<file path="src/rtl/jp_pad_emu_if.sv">
// Button-side and console-side signals of one emulated NES joypad.
// The master drives the buttons and the console pins; the slave (the pad) returns serial data and debounced state.
interface jp_pad_emu_if;
    logic [7:0] btn_in;
    logic [1:0] turbo_en_in;
    logic       jp_latch_in;
    logic       jp_clk_in;
    logic       jp_data_out;
    logic [7:0] btn_state_out;

    modport master (
        output btn_in, turbo_en_in, jp_latch_in, jp_clk_in,
        input  jp_data_out, btn_state_out
    );

    modport slave (
        input  btn_in, turbo_en_in, jp_latch_in, jp_clk_in,
        output jp_data_out, btn_state_out
    );
endinterface

</file>
<file path="src/rtl/jp_pad_emu.sv">
// Purpose: NES controller emulation: debounced buttons, optional A/B turbo, latch/shift serial readout.
// Latency: 4 clk_in cycles from a console pin edge to the matching jp_data_out change.
// Backpressure: none; the console paces reads with jp_latch/jp_clk and every synced clk edge is served.
module jp_pad_emu #(
    parameter int DEBOUNCE_CYCLES = 500000,
    parameter int TURBO_PERIOD    = 4
) (
    input  logic        clk_in,
    input  logic        rst_in,
    jp_pad_emu_if.slave pad
);
    localparam int CNT_W = (DEBOUNCE_CYCLES > 1) ? $clog2(DEBOUNCE_CYCLES) : 1;
    localparam int TC_W  = (TURBO_PERIOD > 1) ? $clog2(TURBO_PERIOD) : 1;
    localparam logic [CNT_W-1:0] DB_MAX = CNT_W'(DEBOUNCE_CYCLES - 1);
    localparam logic [TC_W-1:0]  TC_MAX = TC_W'(TURBO_PERIOD - 1);

    logic [CNT_W-1:0] db_cnt [8];
    logic [7:0]       btn_state;
    logic [1:0]       latch_sync;
    logic [1:0]       clk_sync;
    logic             latch_q;
    logic             clk_q;
    logic [TC_W-1:0]  turbo_cnt;
    logic             turbo_phase;
    logic [7:0]       shift_reg;
    logic             data_q;
    logic [7:0]       eff;
    logic             latch_lvl;
    logic             latch_fall;
    logic             clk_rise;

    // Per-bit debounce: the counter only runs while the raw level disagrees with the accepted one.
    always_ff @(posedge clk_in or posedge rst_in) begin
        if (rst_in) begin
            for (int i = 0; i < 8; i++) db_cnt[i] <= '0;
            btn_state <= '0;
        end else begin
            for (int i = 0; i < 8; i++) begin
                if (pad.btn_in[i] == btn_state[i]) begin
                    db_cnt[i] <= '0;
                end else if (db_cnt[i] == DB_MAX) begin
                    btn_state[i] <= pad.btn_in[i];
                    db_cnt[i]    <= '0;
                end else begin
                    db_cnt[i] <= db_cnt[i] + CNT_W'(1);
                end
            end
        end
    end

    always_ff @(posedge clk_in or posedge rst_in) begin
        if (rst_in) begin
            latch_sync <= '0;
            clk_sync   <= '0;
            latch_q    <= 1'b0;
            clk_q      <= 1'b0;
        end else begin
            latch_sync <= {latch_sync[0], pad.jp_latch_in};
            clk_sync   <= {clk_sync[0], pad.jp_clk_in};
            latch_q    <= latch_sync[1];
            clk_q      <= clk_sync[1];
        end
    end

    assign latch_lvl  = latch_sync[1];
    assign latch_fall = latch_q & ~latch_sync[1];
    assign clk_rise   = clk_sync[1] & ~clk_q;

    // Turbo phase advances once per completed latch frame.
    always_ff @(posedge clk_in or posedge rst_in) begin
        if (rst_in) begin
            turbo_cnt   <= '0;
            turbo_phase <= 1'b0;
        end else if (latch_fall) begin
            if (turbo_cnt == TC_MAX) begin
                turbo_cnt   <= '0;
                turbo_phase <= ~turbo_phase;
            end else begin
                turbo_cnt <= turbo_cnt + TC_W'(1);
            end
        end
    end

    always_comb begin
        eff    = btn_state;
        eff[0] = btn_state[0] & ~(pad.turbo_en_in[0] & turbo_phase);
        eff[1] = btn_state[1] & ~(pad.turbo_en_in[1] & turbo_phase);
    end

    // Latch high overrides shifting; zeros fill in so reads past bit 7 see a low pin.
    always_ff @(posedge clk_in or posedge rst_in) begin
        if (rst_in) begin
            shift_reg <= 8'hFF;
            data_q    <= 1'b1;
        end else begin
            if (latch_lvl) begin
                shift_reg <= ~eff;
            end else if (clk_rise) begin
                shift_reg <= {1'b0, shift_reg[7:1]};
            end
            data_q <= shift_reg[0];
        end
    end

    assign pad.jp_data_out   = data_q;
    assign pad.btn_state_out = btn_state;
endmodule
</file>
<file path="src/flat_wrapper.sv">
// flat-port wrapper written by rule: the top's interface ports become plain ports
module jp_pad_emu_flat 
#(
    parameter int DEBOUNCE_CYCLES = 500000,
    parameter int TURBO_PERIOD    = 4
)
  (clk_in, rst_in, pad_btn_in, pad_turbo_en_in, pad_jp_latch_in, pad_jp_clk_in, pad_jp_data_out, pad_btn_state_out);
  jp_pad_emu_if pad_i ();
  input  logic clk_in;
  input  logic rst_in;
  input wire logic [$bits(pad_i.btn_in)-1:0] pad_btn_in;
  input wire logic [$bits(pad_i.turbo_en_in)-1:0] pad_turbo_en_in;
  input wire logic [$bits(pad_i.jp_latch_in)-1:0] pad_jp_latch_in;
  input wire logic [$bits(pad_i.jp_clk_in)-1:0] pad_jp_clk_in;
  output wire logic [$bits(pad_i.jp_data_out)-1:0] pad_jp_data_out;
  output wire logic [$bits(pad_i.btn_state_out)-1:0] pad_btn_state_out;
  assign pad_i.btn_in = pad_btn_in;
  assign pad_i.turbo_en_in = pad_turbo_en_in;
  assign pad_i.jp_latch_in = pad_jp_latch_in;
  assign pad_i.jp_clk_in = pad_jp_clk_in;
  assign pad_jp_data_out = pad_i.jp_data_out;
  assign pad_btn_state_out = pad_i.btn_state_out;
  jp_pad_emu #(.DEBOUNCE_CYCLES(DEBOUNCE_CYCLES), .TURBO_PERIOD(TURBO_PERIOD)) u_core (.clk_in(clk_in), .rst_in(rst_in), .pad(pad_i));
endmodule
</file>
<file path="config.mk">
export PLATFORM = sky130hd
export DESIGN_NAME = jp_pad_emu_flat
export DESIGN_NICKNAME = d
export VERILOG_FILES = /design/src/rtl/jp_pad_emu_if.sv /design/src/rtl/jp_pad_emu.sv /design/src/flat_wrapper.sv
export SDC_FILE = /design/constraint.sdc
export NUM_CORES = 1
export LEC_CHECK = 0
export ABC_AREA = 1
export BUFFER_PORTS_ARGS = -buffer_cell sky130_fd_sc_hd__buf_4
export CORE_UTILIZATION = 51
export DETAILED_ROUTE_END_ITERATION = 10
export PLACE_DENSITY = 0.67
export SKIP_LAST_GASP = 1
export SYNTH_ARGS = -nofsm -noshare
export SYNTH_HDL_FRONTEND = slang
export SYNTH_SLANG_ARGS = --single-unit
</file>
<file path="constraint.sdc">
create_clock -name clk_in -period 5.9 [get_ports clk_in]
set_input_delay 0.295 -clock clk_in [delete_from_list [all_inputs] [get_ports clk_in]]
set_output_delay 0.295 -clock clk_in [all_outputs]
set_load 0.01 [all_outputs]
</file>
==> out/results.ini <==
[worst_setup_path]
cp_slowest_cell=dfrtp_1
worstPathMaxFanout=14
cp.buffers_inverters=1
crit_family=compound AO/OA/AOI/OAI gates
crit_chain=inv_1, o21ai_1, o211ai_1, o21ai_0
crit_type=register to register
worst_setup_path_end_kind=register
slowest_delay_ns=0.54
worst_ep_arrival_time_ns=1.93
startpoint_type=register
crit_required_ns=6.24

[pwr]
clockPowerShare_pct=46.0
p_leak_nw=4.73
pwr-share-seq_pct=49.2
powerDensity_nw_per_um2=233
power_frac_comb_pct=4.8
p_int_mw=2.04
finalPower_mw=2.61
vdd_ir_drop_max_mv=0.185
swShare_pct=21.6
switchingPower_mw=0.565

[job]
maxCapViolations=0

[clock_tree]
numCtsBuffers=17
clock_latency_ns=0.43
ctsRootBufferMaster=clkbuf_16
cts-hold-fix-buffers=2
cts_resized=0
clk_pin_slew_ns=0.06
cts_buffer_depth=2
clock_sinks=178
htree_levels=4
cts_setup_buffers=0
cts_tree=yes

[synth]
synth_nets=1396
ys_seq_elements=178
yosys.area.top_type=dfrtp_1
synth_xor_xnor_area_share_pct=7.06
synth.most_common_cell=nor2_1
synth_area_um2=10100
synth_top_family_by_area=simple AND/OR/NAND/NOR gates
synth.area.mux_share_pct=0
async_flop_share_pct=100
synth_commonest_cells=nor2_1, nand2_1, dfrtp_1
synthAdderAreaFrac_pct=1.11
ys_types=34
syn_avg_cell_area_um2=7.36
yosysSeqAreaShare_pct=44.2
synth_compound_area_share_pct=3.75
synth_area_leaders=dfrtp_1, nor2_1, nand2_1, nand3_1, inv_1
ys.flop_type=dfrtp_1
ys.warnings.count=0
synth_top_cell_area_share_pct=41.8
synth-simple-area-share_pct=37.1
synth-edff-count=0
syn_inst=1373

[timing]
drv_slew=0
fin_crit_sh_pct=26.8
slew-limit-headroom_pct=44.6
finalSetupViolations=0
hold_viol_final=0
timing.fmax_mhz=632
period_needed_ns=1.58
fin_setup_tns_ns=0
rsz0062_at_grt=no
clock-skew-final_ns=0.00953
tightest_slew_ns=0.831

[detailed_routing]
postRouteAntennaNets=0
drc_errors=0
drt-vias-per-instance=4.88
dr.pass1.iters=5
avgRoutedWirePerCell_um=12.0
wirelength_um=20200
first_iter_violations=475
vias=8229

[floorplanning]
coreArea_um2=19500
io_pins=23
initial_core_util_pct=51.9
core.rowCount=51
die_w_um=143
die_h_um=143
die_area_um2=20400

[global_routing]
antenna_found_initial=0
grt_max_degree=124
busiest_layer=met2
grt_use_total_pct=21.6
grt-ovfl-total=0
grt_first_pass_wirelength_um=35300
gr-usage-met2_pct=35.2
use_met3_pct=4.26
use_met1_pct=29.2
first_global_vias=7812

[layout]
layout-drive-gt1-share_pct=10.6
layout.cells.non_filler=1685
area.growth.synth_to_final_pct=10.9
largest_register_ff_count=152
fill_cells=1844
nNetsFinal=1431
antennaDiodeCount=0

[run_status]
run_status=completed

[placed_design]
place_inst=1652
dp_hpwl_um=14500
routabilityCongestion=0.903
portBuffers=22

[min_path]
hp-class=primary input to asynchronous set/reset pin

cell usage in the layout (no fill, tap or decap), drive strengths merged, types with 3 or more instances in the layout:
master    n
dfstp     9
nor2    420
dfrtp   169
and2      8
buf      23
o22ai     5
nand2   276
nor3      3
nand3   127
ha        9
o21ai    32
clkbuf   23
xor2     56
nand4    12
xnor2    22
bufinv    4
nor3b     8
or2       3
a21oi    29
inv     168
through the flow:
step	util [%]	setup WS (ns)	hold WS, ns	instance area [µm²]
detailed placement	54.3	4.05	0.342	10600
global placement	54.3	4.07	0.336	10600
CTS	57.6	4.30	0.0951	11200
floorplan	-	0.790	0.326	10100
global route	57.6	3.99	0.111	11200
finish	57.6	4.32	0.0365	11200
per-layer routing:
metal,share of wire [%],up-vias,wire length (µm)
met1,50,3777,10100
met3,2.9,22,576
li1,-,4324,-
met2,46,106,9210
met5,0,-,0
met4,1.4,0,288
logic make-up (layout without fill, tap and decap cells):
| group | after synthesis | in the layout |
|---|---|---|
| simple gates | 860 | 860 |
| flops | 178 | 178 |
| buf+inv | 176 | 223 |
| xor+xnor | 78 | 78 |
| compound gates | 72 | 72 |
| fa+ha+maj | 9 | 9 |
power groups by stage:
stage,clock network [mW],registers [mW],logic [mW]
after floorplan,0,1.30,0.0896
after global placement,0,1.30,0.124
after detailed placement,0,1.30,0.127
after CTS,1.23,1.28,0.129
after global routing,1.28,1.29,0.148
final,1.20,1.28,0.125
worst paths after layout:
path	cells after the start	from	slack [ns]	end
max in group asynchronous	3	rst_in	4.62	u_core.db_cnt[112]
min in group clk_in	3	pad_btn_in[3]	0.13	u_core.pad.btn_state_out[3]
setup / recovery	4	u_core.latch_sync[1]	4.32	u_core.shift_reg[3]
setup reg to reg	4	u_core.latch_sync[1]	4.32	u_core.shift_reg[3]
hold reg to reg	0	u_core.latch_sync[0]	0.35	u_core.latch_sync[1]
hold / removal	2	rst_in	0.04	u_core.db_cnt[72]
layout make-up:
type | instances | area [µm²] | share of cell area, %
Multi-Input combinational cell | 1019 | 4960 | 44.2
Inverter | 167 | 634 | 5.66
Clock inverter | 8 | 150 | 1.34
Sequential cell | 178 | 4470 | 39.8
Clock buffer | 23 | 478 | 4.26
Timing Repair Buffer | 25 | 193 | 1.72
Tap cell | 265 | 332 | 2.96
No activity file was read; power rests on OpenSTA's default activity.
